==> config.mk <==
export PLATFORM = sky130hd
export DESIGN_NAME = clk_period_meter_flat
export DESIGN_NICKNAME = d
export VERILOG_FILES = /design/src/rtl/clk_period_meter_if.sv /design/src/rtl/clk_period_meter.sv /design/src/flat_wrapper.sv
export SDC_FILE = /design/constraint.sdc
export NUM_CORES = 1
export LEC_CHECK = 0
export CAP_MARGIN = 40
export CORE_MARGIN = 5
export CORE_UTILIZATION = 45
export CTS_CLUSTER_DIAMETER = 60
export CTS_CLUSTER_SIZE = 30
export DETAILED_ROUTE_END_ITERATION = 10
export PLACE_DENSITY = 0.65
export SYNTH_ARGS = -nofsm -noshare
export SYNTH_HDL_FRONTEND = slang
export SYNTH_SLANG_ARGS = --single-unit
export TNS_END_PERCENT = 20
==> constraint.sdc <==
create_clock -name clk -period 5.7 [get_ports clk]
set_input_delay 1.425 -clock clk [delete_from_list [all_inputs] [get_ports clk]]
set_output_delay 1.425 -clock clk [all_outputs]
set_load 0.05 [all_outputs]
==> src/rtl/clk_period_meter_if.sv <==
// Measurement bundle between a divided-clock source and its period meter.
// The master side owns sig_in; the slave (meter) side reports the results.
interface clk_period_meter_if #(
  parameter int CNT_W = 32
);
  logic             sig_in;
  logic [CNT_W-1:0] period;
  logic [CNT_W-1:0] high_time;
  logic             meas_valid;
  logic             locked;
  logic             stalled;

  modport master (
    output sig_in,
    input  period, high_time, meas_valid, locked, stalled
  );

  modport slave (
    input  sig_in,
    output period, high_time, meas_valid, locked, stalled
  );
endinterface

==> src/rtl/clk_period_meter.sv <==
// Measures period and high time of a slow, asynchronous clock in clk cycles.
// Reports lock once the period repeats and flags a stall when edges stop.
module clk_period_meter #(
  parameter int CNT_W   = 32,
  parameter int TIMEOUT = 1000000,
  parameter int LOCK_N  = 4
) (
  input  logic              clk,
  input  logic              rst,
  clk_period_meter_if.slave mbus
);

  localparam int               MW        = $clog2(LOCK_N);
  localparam logic [MW-1:0]    MATCH_MAX = MW'(LOCK_N - 1);
  localparam logic [CNT_W-1:0] CNT_TO    = CNT_W'(TIMEOUT - 1);

  typedef enum logic {IDLE, MEASURE} state_t;

  state_t           r_state, w_state_next;
  logic             r_s1, r_s2, r_s3;
  logic [CNT_W-1:0] r_cnt, w_cnt_next;
  logic [CNT_W-1:0] r_hcap, w_hcap_next;
  logic [CNT_W-1:0] r_period, w_period_next;
  logic [CNT_W-1:0] r_high, w_high_next;
  logic [CNT_W-1:0] r_prev_period, w_prev_period_next;
  logic [MW-1:0]    r_match, w_match_next;
  logic             r_meas_valid, w_meas_valid_next;
  logic             r_locked, w_locked_next;
  logic             r_stalled, w_stalled_next;
  logic             r_first, w_first_next;

  logic             w_rise, w_fall;
  logic [CNT_W-1:0] w_cnt_inc;
  logic [MW-1:0]    w_match_inc;

  assign w_rise      = r_s2 & ~r_s3;
  assign w_fall      = ~r_s2 & r_s3;
  assign w_cnt_inc   = (r_cnt == '1) ? r_cnt : r_cnt + CNT_W'(1);
  assign w_match_inc = (r_match == MATCH_MAX) ? r_match : r_match + MW'(1);

  always_ff @(posedge clk or posedge rst) begin
    if (rst) begin
      r_state       <= IDLE;
      r_s1          <= 1'b0;
      r_s2          <= 1'b0;
      r_s3          <= 1'b0;
      r_cnt         <= '0;
      r_hcap        <= '0;
      r_period      <= '0;
      r_high        <= '0;
      r_prev_period <= '0;
      r_match       <= '0;
      r_meas_valid  <= 1'b0;
      r_locked      <= 1'b0;
      r_stalled     <= 1'b0;
      r_first       <= 1'b0;
    end else begin
      r_state       <= w_state_next;
      r_s1          <= mbus.sig_in;
      r_s2          <= r_s1;
      r_s3          <= r_s2;
      r_cnt         <= w_cnt_next;
      r_hcap        <= w_hcap_next;
      r_period      <= w_period_next;
      r_high        <= w_high_next;
      r_prev_period <= w_prev_period_next;
      r_match       <= w_match_next;
      r_meas_valid  <= w_meas_valid_next;
      r_locked      <= w_locked_next;
      r_stalled     <= w_stalled_next;
      r_first       <= w_first_next;
    end
  end

  always_comb begin
    w_state_next       = r_state;
    w_cnt_next         = r_cnt;
    w_hcap_next        = r_hcap;
    w_period_next      = r_period;
    w_high_next        = r_high;
    w_prev_period_next = r_prev_period;
    w_match_next       = r_match;
    w_meas_valid_next  = 1'b0;
    w_locked_next      = r_locked;
    w_stalled_next     = r_stalled;
    w_first_next       = r_first;

    case (r_state)
      IDLE: begin
        w_cnt_next = '0;
        if (w_rise) begin
          w_stalled_next = 1'b0;
          w_first_next   = 1'b1;
          w_state_next   = MEASURE;
        end
      end
      MEASURE: begin
        if (w_rise) begin
          w_period_next      = w_cnt_inc;
          w_high_next        = r_hcap;
          w_meas_valid_next  = 1'b1;
          w_cnt_next         = '0;
          w_prev_period_next = w_cnt_inc;
          w_first_next       = 1'b0;
          // The first period after IDLE has nothing to compare against.
          if (!r_first && (w_cnt_inc == r_prev_period)) begin
            w_match_next  = w_match_inc;
            w_locked_next = (w_match_inc == MATCH_MAX);
          end else begin
            w_match_next  = '0;
            w_locked_next = 1'b0;
          end
        end else if (r_cnt == CNT_TO) begin
          w_stalled_next = 1'b1;
          w_locked_next  = 1'b0;
          w_match_next   = '0;
          w_cnt_next     = '0;
          w_state_next   = IDLE;
        end else begin
          w_cnt_next = w_cnt_inc;
          if (w_fall) begin
            w_hcap_next = w_cnt_inc;
          end
        end
      end
      default: w_state_next = IDLE;
    endcase
  end

  assign mbus.period     = r_period;
  assign mbus.high_time  = r_high;
  assign mbus.meas_valid = r_meas_valid;
  assign mbus.locked     = r_locked;
  assign mbus.stalled    = r_stalled;

endmodule

==> src/flat_wrapper.sv <==
// flat-port wrapper written by rule: the top's interface ports become plain ports
module clk_period_meter_flat 
#(
  parameter int CNT_W   = 32,
  parameter int TIMEOUT = 1000000,
  parameter int LOCK_N  = 4
)
  (clk, rst, mbus_sig_in, mbus_period, mbus_high_time, mbus_meas_valid, mbus_locked, mbus_stalled);
  clk_period_meter_if #(.CNT_W(CNT_W)) mbus_i ();
  input  logic clk;
  input  logic rst;
  input wire logic [$bits(mbus_i.sig_in)-1:0] mbus_sig_in;
  output wire logic [$bits(mbus_i.period)-1:0] mbus_period;
  output wire logic [$bits(mbus_i.high_time)-1:0] mbus_high_time;
  output wire logic [$bits(mbus_i.meas_valid)-1:0] mbus_meas_valid;
  output wire logic [$bits(mbus_i.locked)-1:0] mbus_locked;
  output wire logic [$bits(mbus_i.stalled)-1:0] mbus_stalled;
  assign mbus_i.sig_in = mbus_sig_in;
  assign mbus_period = mbus_i.period;
  assign mbus_high_time = mbus_i.high_time;
  assign mbus_meas_valid = mbus_i.meas_valid;
  assign mbus_locked = mbus_i.locked;
  assign mbus_stalled = mbus_i.stalled;
  clk_period_meter #(.CNT_W(CNT_W), .TIMEOUT(TIMEOUT), .LOCK_N(LOCK_N)) u_core (.clk(clk), .rst(rst), .mbus(mbus_i));
endmodule
==> flow_summary_export.csv, run 1 <==
group,metric,value,unit
setup_path,path_buf_inv,0,
layout,final_layout_size_suffix_gt1_frac,0.112,
setup_path,worstPathRequired,6.05,ns
setup_path,endpoint_kind,"register",
layout,nets,787,
drt,wl_per_cell,23.7,um
place,numPortBuffers,69,
setup_path,r2r_start,"u_core.r_cnt[0]$_DFF_PP0_",
setup_path,rr_worst_depth,10,
timing,fmax,234,MHz
synth,netlist_area,6950,um^2
drt,ant_nets,0,
synth,synthFlopType,"dfrtp_1",
layout,antennaDiodeCount,0,
run_status,status,"finished clean",
min_path,holdPathEnd,"u_core.r_s2$_DFF_PP0_",
clock_network,cts.path.max_buffers,2,
min_path,hold_path.class,"register to register",
layout,stdcell_count,983,
clock_network,clkSlewWorstSetupHoldPaths,0.06,ns
die,ioPinCount,70,
place,placedCellCount,952,
drt,drc,0,
drt,wl_met3,1340,um
die,die_x,134,um
synth,synthTopCellsByArea,"dfrtp_1, o21ai_0, mux2_2",
timing,slew_headroom,0.481,
synth,ys_types,63,
power,irDropWorstVdd,0.254,mV
clock_network,cts_hold_buffers,0,
drt,dr_wl_met2,10800,um
global_route,grtUsageTotal,0.269,
setup_path,reg2reg_slack,1.43,ns
setup_path,cp_cell_sequence,"ha_1, nand3_1, or4_1, nor2_1, nand2_1, a21oi_1, o2111ai_1, nor4_1, nand4_1, a21oi_1",
timing,fin_skew,0.0169,ns
global_route,overflow,0,
synth,ys_warn_count,0,
synth,synth_area_leader_cell,"dfrtp_1",
clock_network,cts_tree,"yes",
layout,multi_input_area,3240,um^2
clock_network,clock_sinks,138,
global_route,grt_pass1_vias,5863,
die,coreArea,15200,um^2
setup_path,crit_start,"u_core.r_cnt[0]$_DFF_PP0_",
drt,dr.first_iter.drc_count,453,
die,start_util,0.457,
clock_network,clockRootBuffer,"clkbuf_16",
setup_path,cp_max_fo,13,
synth,yosysTopAreaCellShare,0.497,
global_route,antenna_found_initial,1,
min_path,hold_depth,0,
place,dp_hpwl,17300,um
drt,dr.max_layer_used,"met4",
setup_path,cpPeakStageDelay,0.94,ns
synth,synth_edf_count,0,
timing,timing.final.ws_setup,1.43,ns
min_path,hold_start,"u_core.r_s1$_DFF_PP0_",
drt,vias,5880,
setup_path,crit_top_cell,"a21oi_1",
clock_network,numCtsBuffers,17,
place,place_ws,1.58,ns
setup_path,critPathArrivalTime,4.62,ns
clock_network,insertion_delay,0.43,ns
synth,syn_nets,731,
power,power_leakage,3.50,nW
clock_network,cts_max_level,4,
drt,wl,23300,um
layout,fillers,1348,
setup_path,worstSetupStartpointType,"register",
global_route,grt_pass1_wl,36100,um
setup_path,path_class,"register to register",
global_route,grt_max_degree,76,
synth,synthArstFlopShare,1.00,
drt,drt_first_pass_iters,5,
timing,setup_viol,0,
drt,wl_met1,10400,um
die,rows,45,
clock_network,post_cts_buffers,0,
place,place_congestion,1.04,
die,die_area,18000,um^2
setup_path,cp_slowest_cell,"or4_1",
synth,netlist_instances,727,
setup_path,reg2reg_to,"u_core.r_match[1]$_DFFE_PP0P_",
timing,fin_crit,4.27,ns
power,p_total,2.58,mW
synth,syn_area_per_cell,9.56,um^2
drt,viasPerCell,5.98,
setup_path,cp_top_family,"simple AND/OR/NAND/NOR gates",
layout,finish.utilization,0.552,
layout,syn_to_final_growth,20.7,%
die,die_h,134,um
synth,ys_seq_area_frac,0.497,
timing,min_period_over_period,0.749,
job,cap_violations,0,
clock_network,cts_resized,0,
timing,hold_violations,0,
timing,rsz0062_at_grt,"no",
timing,maxSlewViolCount,0,
layout,regArea,3450,um^2
timing,finalSetupTns,0,ns
power,p_per_area,308,nW/um^2
synth,ys_ff_latch,138,
timing,worst_slew_pin_slew,0.772,ns
==> layout by cell type (no fill, tap or decap), types with 6 or more instances in the layout <==
cell type,synthesis,layout
clkdlybuf4s50_1,0,69
and4_1,7,7
a21oi_1,12,12
xnor2_1,29,29
and3_1,13,13
clkbuf_16,0,17
or4_1,6,6
nand2_1,99,98
nand4_1,22,22
buf_4,4,10
nor2_1,61,61
xor2_1,17,17
nor4_1,18,17
nor3_1,13,13
inv_1,16,15
o21ai_0,84,84
dfrtp_1,138,138
mux2_2,33,33
nand3_1,27,27
==> synth_stat cells (all sizes together) (13+ instances only) <==
cell type / n
and3: 13
buf: 16
clkbuf: 30
dfrtp: 138
inv: 16
mux2: 34
nand2: 99
nand3: 28
nand4: 25
nor2: 61
nor3: 13
nor4: 20
o21ai: 86
xnor2: 29
xor2: 17
==> through the flow <==
step | area [um^2] | hold WS (ns)
floorplan | 6950 | 0.331
global placement | 7770 | 0.335
detailed placement | 7810 | 0.336
CTS | 8390 | 0.350
global route | 8390 | 0.372
finish | 8390 | 0.348
==> power by group <==
part	internal, mW	switching, mW	leakage, nW	total (mW)
Combinational	0.137	0.252	1.33	0.388
Clock	0.658	0.442	0.273	1.10
Sequential	1.03	0.0638	1.89	1.10
Total	1.83	0.758	3.50	2.58
==> state kept, by name, summed over array words and instances (netlist names) <==
register and flops:
u_core.r_s1 1, u_core.r_state 1, u_core.r_hcap 32, u_core.r_first 1, u_core.mbus.period 32, u_core.r_s3 1
u_core.mbus.high_time 32, u_core.mbus.meas_valid 1, u_core.mbus.stalled 1, u_core.r_cnt 32, u_core.r_s2 1, u_core.mbus.locked 1
u_core.r_match 2
==> layer usage <==
layer | vias to the layer above | track usage
li1 | 2714 | -
met1 | 2920 | 0.378
met5 | - | 0
met4 | 0 | 0.114
met3 | 36 | 0.0529
met2 | 210 | 0.406
==> worst max path at each step <==
stage | end | slack [ns] | depth (start not counted)
global placement | u_core.r_match[1]$_DFFE_PP0P_ | 1.61 | 10
finish | u_core.r_match[1]$_DFFE_PP0P_ | 1.43 | 10
floorplan | u_core.mbus.high_time[0]$_DFFE_PP0P_ | 0.58 | 1
global route | u_core.r_match[1]$_DFFE_PP0P_ | 1.15 | 10
detailed placement | u_core.r_match[1]$_DFFE_PP0P_ | 1.58 | 10
CTS | u_core.r_match[1]$_DFFE_PP0P_ | 1.56 | 10
==> kinds of logic (layout without fill, tap and decap cells) <==
group	Yosys count	count (layout)	share of synthesized area
and+or+nand+nor	299	299	0.220
AOI/OAI and AO/OA	142	142	0.123
DFF	138	138	0.497
buffers and inverters	63	131	0.0378
xor gates and xnor gates	47	47	0.0612
muxes	37	37	0.0594
adders and majority gates	1	1	0.00180
==> worst reg2reg max path, cell delays in order, from the launching register on <==
cell and delay, ns:
dfrtp_1 0.46, ha_1 0.30, nand3_1 0.40, or4_1 0.94, nor2_1 0.53, nand2_1 0.22, a21oi_1 0.19, o2111ai_1 0.13
nor4_1 0.56, nand4_1 0.25, a21oi_1 0.21
==> area by class of cell <==
type,count,share of cell area
Clock inverter,12,0.0166
Timing Repair Buffer,83,0.0960
Tap cell,188,0.0280
Clock buffer,19,0.0528
Inverter,17,0.00820
Multi-Input combinational cell,526,0.387
Sequential cell,138,0.412
(Power assumes the default switching activity.)
==> inputs of run 2 (changes only) <==
clock period = 4.5 ns   (was 5.7 ns; I/O delays follow)
==> run 2 against run 1 <==
Against the previous run: flip-flop and latch count unchanged; via count grew 2.3%; fmax increased by 8.7%; routed wire length is 3.0% lower; setup slack lost 0.86 ns; final area increased by 0.79%; non-clock buffer count is 11 higher; sequential share of layout area decreased by 0.32 points; total power increased by 23%; cell count increased by 1.1%; hold slack better by 0.0033 ns.
==> flow_summary_export.csv, run 2 (synthesis results as in run 1) <==
group,metric,value,unit
setup_path,path_buf_inv,0,
timing,slew_headroom,0.443,
timing,setup_viol,0,
timing,maxSlewViolCount,0,
power,power_switching,0.932,mW
power,p_int,2.26,mW
setup_path,path_class,"register to register",
place,place_congestion,1.02,
timing,fmax,255,MHz
global_route,grtUsageTotal,0.258,
power,p_per_area,377,nW/um^2
drt,dr.first_iter.drc_count,603,
setup_path,cp_slowest_cell,"nor4_2",
global_route,overflow,0,
setup_path,worstPathRequired,4.84,ns
clock_network,clkSlewWorstSetupHoldPaths,0.06,ns
power,irDropWorstVdd,0.231,mV
layout,mostFrequentLayoutCell,"dfrtp_1",
setup_path,endpoint_kind,"register",
clock_network,cts.path.max_buffers,2,
clock_network,cts_hold_buffers,0,
layout,final_layout_size_suffix_gt1_frac,0.122,
timing,min_period_over_period,0.873,
global_route,grt_max_degree,139,
clock_network,numCtsBuffers,17,
die,ioPinCount,70,
setup_path,cp_top_family,"simple AND/OR/NAND/NOR gates",
drt,wl_per_cell,22.8,um
clock_network,post_cts_buffers,0,
power,switching_share,0.292,
clock_network,clockRootBuffer,"clkbuf_16",
timing,hold_violations,0,
setup_path,cpPeakStageDelay,0.73,ns
setup_path,cp_max_fo,8,
drt,drc,0,
timing,finalSetupTns,0,ns
layout,most-common-layout-cells,"dfrtp_1, nand2_1, o21ai_0",
layout,syn_to_final_growth,21.6,%
power,p_total,3.19,mW
job,cap_violations,0,
drt,vias,6017,
clock_network,cts_max_level,4,
clock_network,clock_sinks,138,
run_status,status,"finished clean",
drt,ant_nets,0,
die,start_util,0.457,
power,power_leakage,3.53,nW
timing,worst_slew_pin_slew,0.827,ns
clock_network,cts_resized,0,
die,die_h,134,um
global_route,grt_pass1_vias,5864,
global_route,antenna_found_initial,0,
timing,fin_crit,3.93,ns
global_route,grt_pass1_wl,35700,um
power,seqPwrFrac,0.437,
die,rows,45,
drt,wl,22600,um
setup_path,critPathArrivalTime,4.27,ns
place,numPortBuffers,69,
timing,fin_skew,0.0134,ns
clock_network,cts_tree,"yes",
drt,drt_first_pass_iters,5,
drt,viasPerCell,6.05,
die,coreArea,15200,um^2
die,die_x,134,um
place,dp_hpwl,16600,um
power,pwr-share-clk,0.416,
layout,antennaDiodeCount,0,
power,power_frac_comb,0.148,
setup_path,cp_cell_sequence,"ha_1, nand3_1, nor4_2, nand3_2, mux2_1, or4_1, a2111o_1, nor3_1, nand4_1, o21ai_1",
clock_network,insertion_delay,0.43,ns
layout,nets,798,
die,die_area,18000,um^2
setup_path,worstSetupStartpointType,"register",
timing,rsz0062_at_grt,"no",
min_path,hold_path.class,"register to register",
==> run 2: changes by cell type in the layout (fill, tap and decap cells not counted), sizes merged <==
cell | before | now
inv | 20 | 18
bufinv | 2 | 1
buf | 14 | 25
clkinvlp | 4 | 7
==> run 2: power by group through the flow <==
stage / Clock (mW) / Sequential (mW) / Combinational [mW]
floorplan: 0 / 1.48 / 0.248
global placement: 0 / 1.40 / 0.464
detailed placement: 0 / 1.41 / 0.471
CTS: 1.35 / 1.39 / 0.472
global route: 1.41 / 1.40 / 0.509
finish: 1.33 / 1.39 / 0.471
==> run 2: final timing paths <==
kind	start	to	depth (start not counted)	slack (ns)
setup / recovery	u_core.r_cnt[0]$_DFF_PP0_	u_core.mbus.locked$_DFFE_PP0P_	10	0.57
hold / removal	u_core.r_s1$_DFF_PP0_	u_core.r_s2$_DFF_PP0_	0	0.35
setup reg to reg	u_core.r_cnt[0]$_DFF_PP0_	u_core.mbus.locked$_DFFE_PP0P_	10	0.57
hold reg to reg	u_core.r_s1$_DFF_PP0_	u_core.r_s2$_DFF_PP0_	0	0.35
max in group asynchronous	rst	u_core.mbus.high_time[1]$_DFFE_PP0P_	3	2.67
min in group asynchronous	rst	u_core.mbus.high_time[20]$_DFFE_PP0P_	3	1.26
==> run 2: metal layers <==
layer  track usage  vias up  part of all wire
li1              -     2743                 -
met4         0.107        0             0.034
met2         0.403      247              0.46
met3        0.0413       37             0.062
met5             0        -                 0
met1         0.358     2990              0.44
==> run 2: area by class of cell <==
class | instances | area, um^2
fillers | 1359 | 6750
repair buffers | 94 | 900
well taps | 188 | 235
flip-flops and latches | 138 | 3450
clock buffers | 19 | 443
inverters | 17 | 67.6
clock inverters | 12 | 119
multi-input cells | 526 | 3240
==> run 2: worst reg2reg max path, delay by kind of cell, from the launching register on <==
kind,cells,cell delay (ns)
adders and majority gates,1,0.30
AOI/OAI and AO/OA,2,0.61
and+or+nand+nor,6,2.12
DFF,1,0.47
muxes,1,0.35
==> run 2: stage by stage <==
| step | hold slack [ns] | instances | util | cell area (um^2) | setup WS (ns) |
|---|---|---|---|---|---|
| 2_1_floorplan | 0.331 | 727 | - | 6960 | 1.37 |
| 3_3_place_gp | 0.334 | 959 | 0.517 | 7860 | 0.331 |
| 3_5_place_dp | 0.339 | 963 | 0.519 | 7890 | 0.631 |
| 4_1_cts | 0.353 | 994 | 0.556 | 8460 | 0.625 |
| 5_1_grt | 0.371 | 994 | 0.556 | 8460 | 0.301 |
| 6_report | 0.351 | 994 | 0.556 | 8460 | 0.572 |
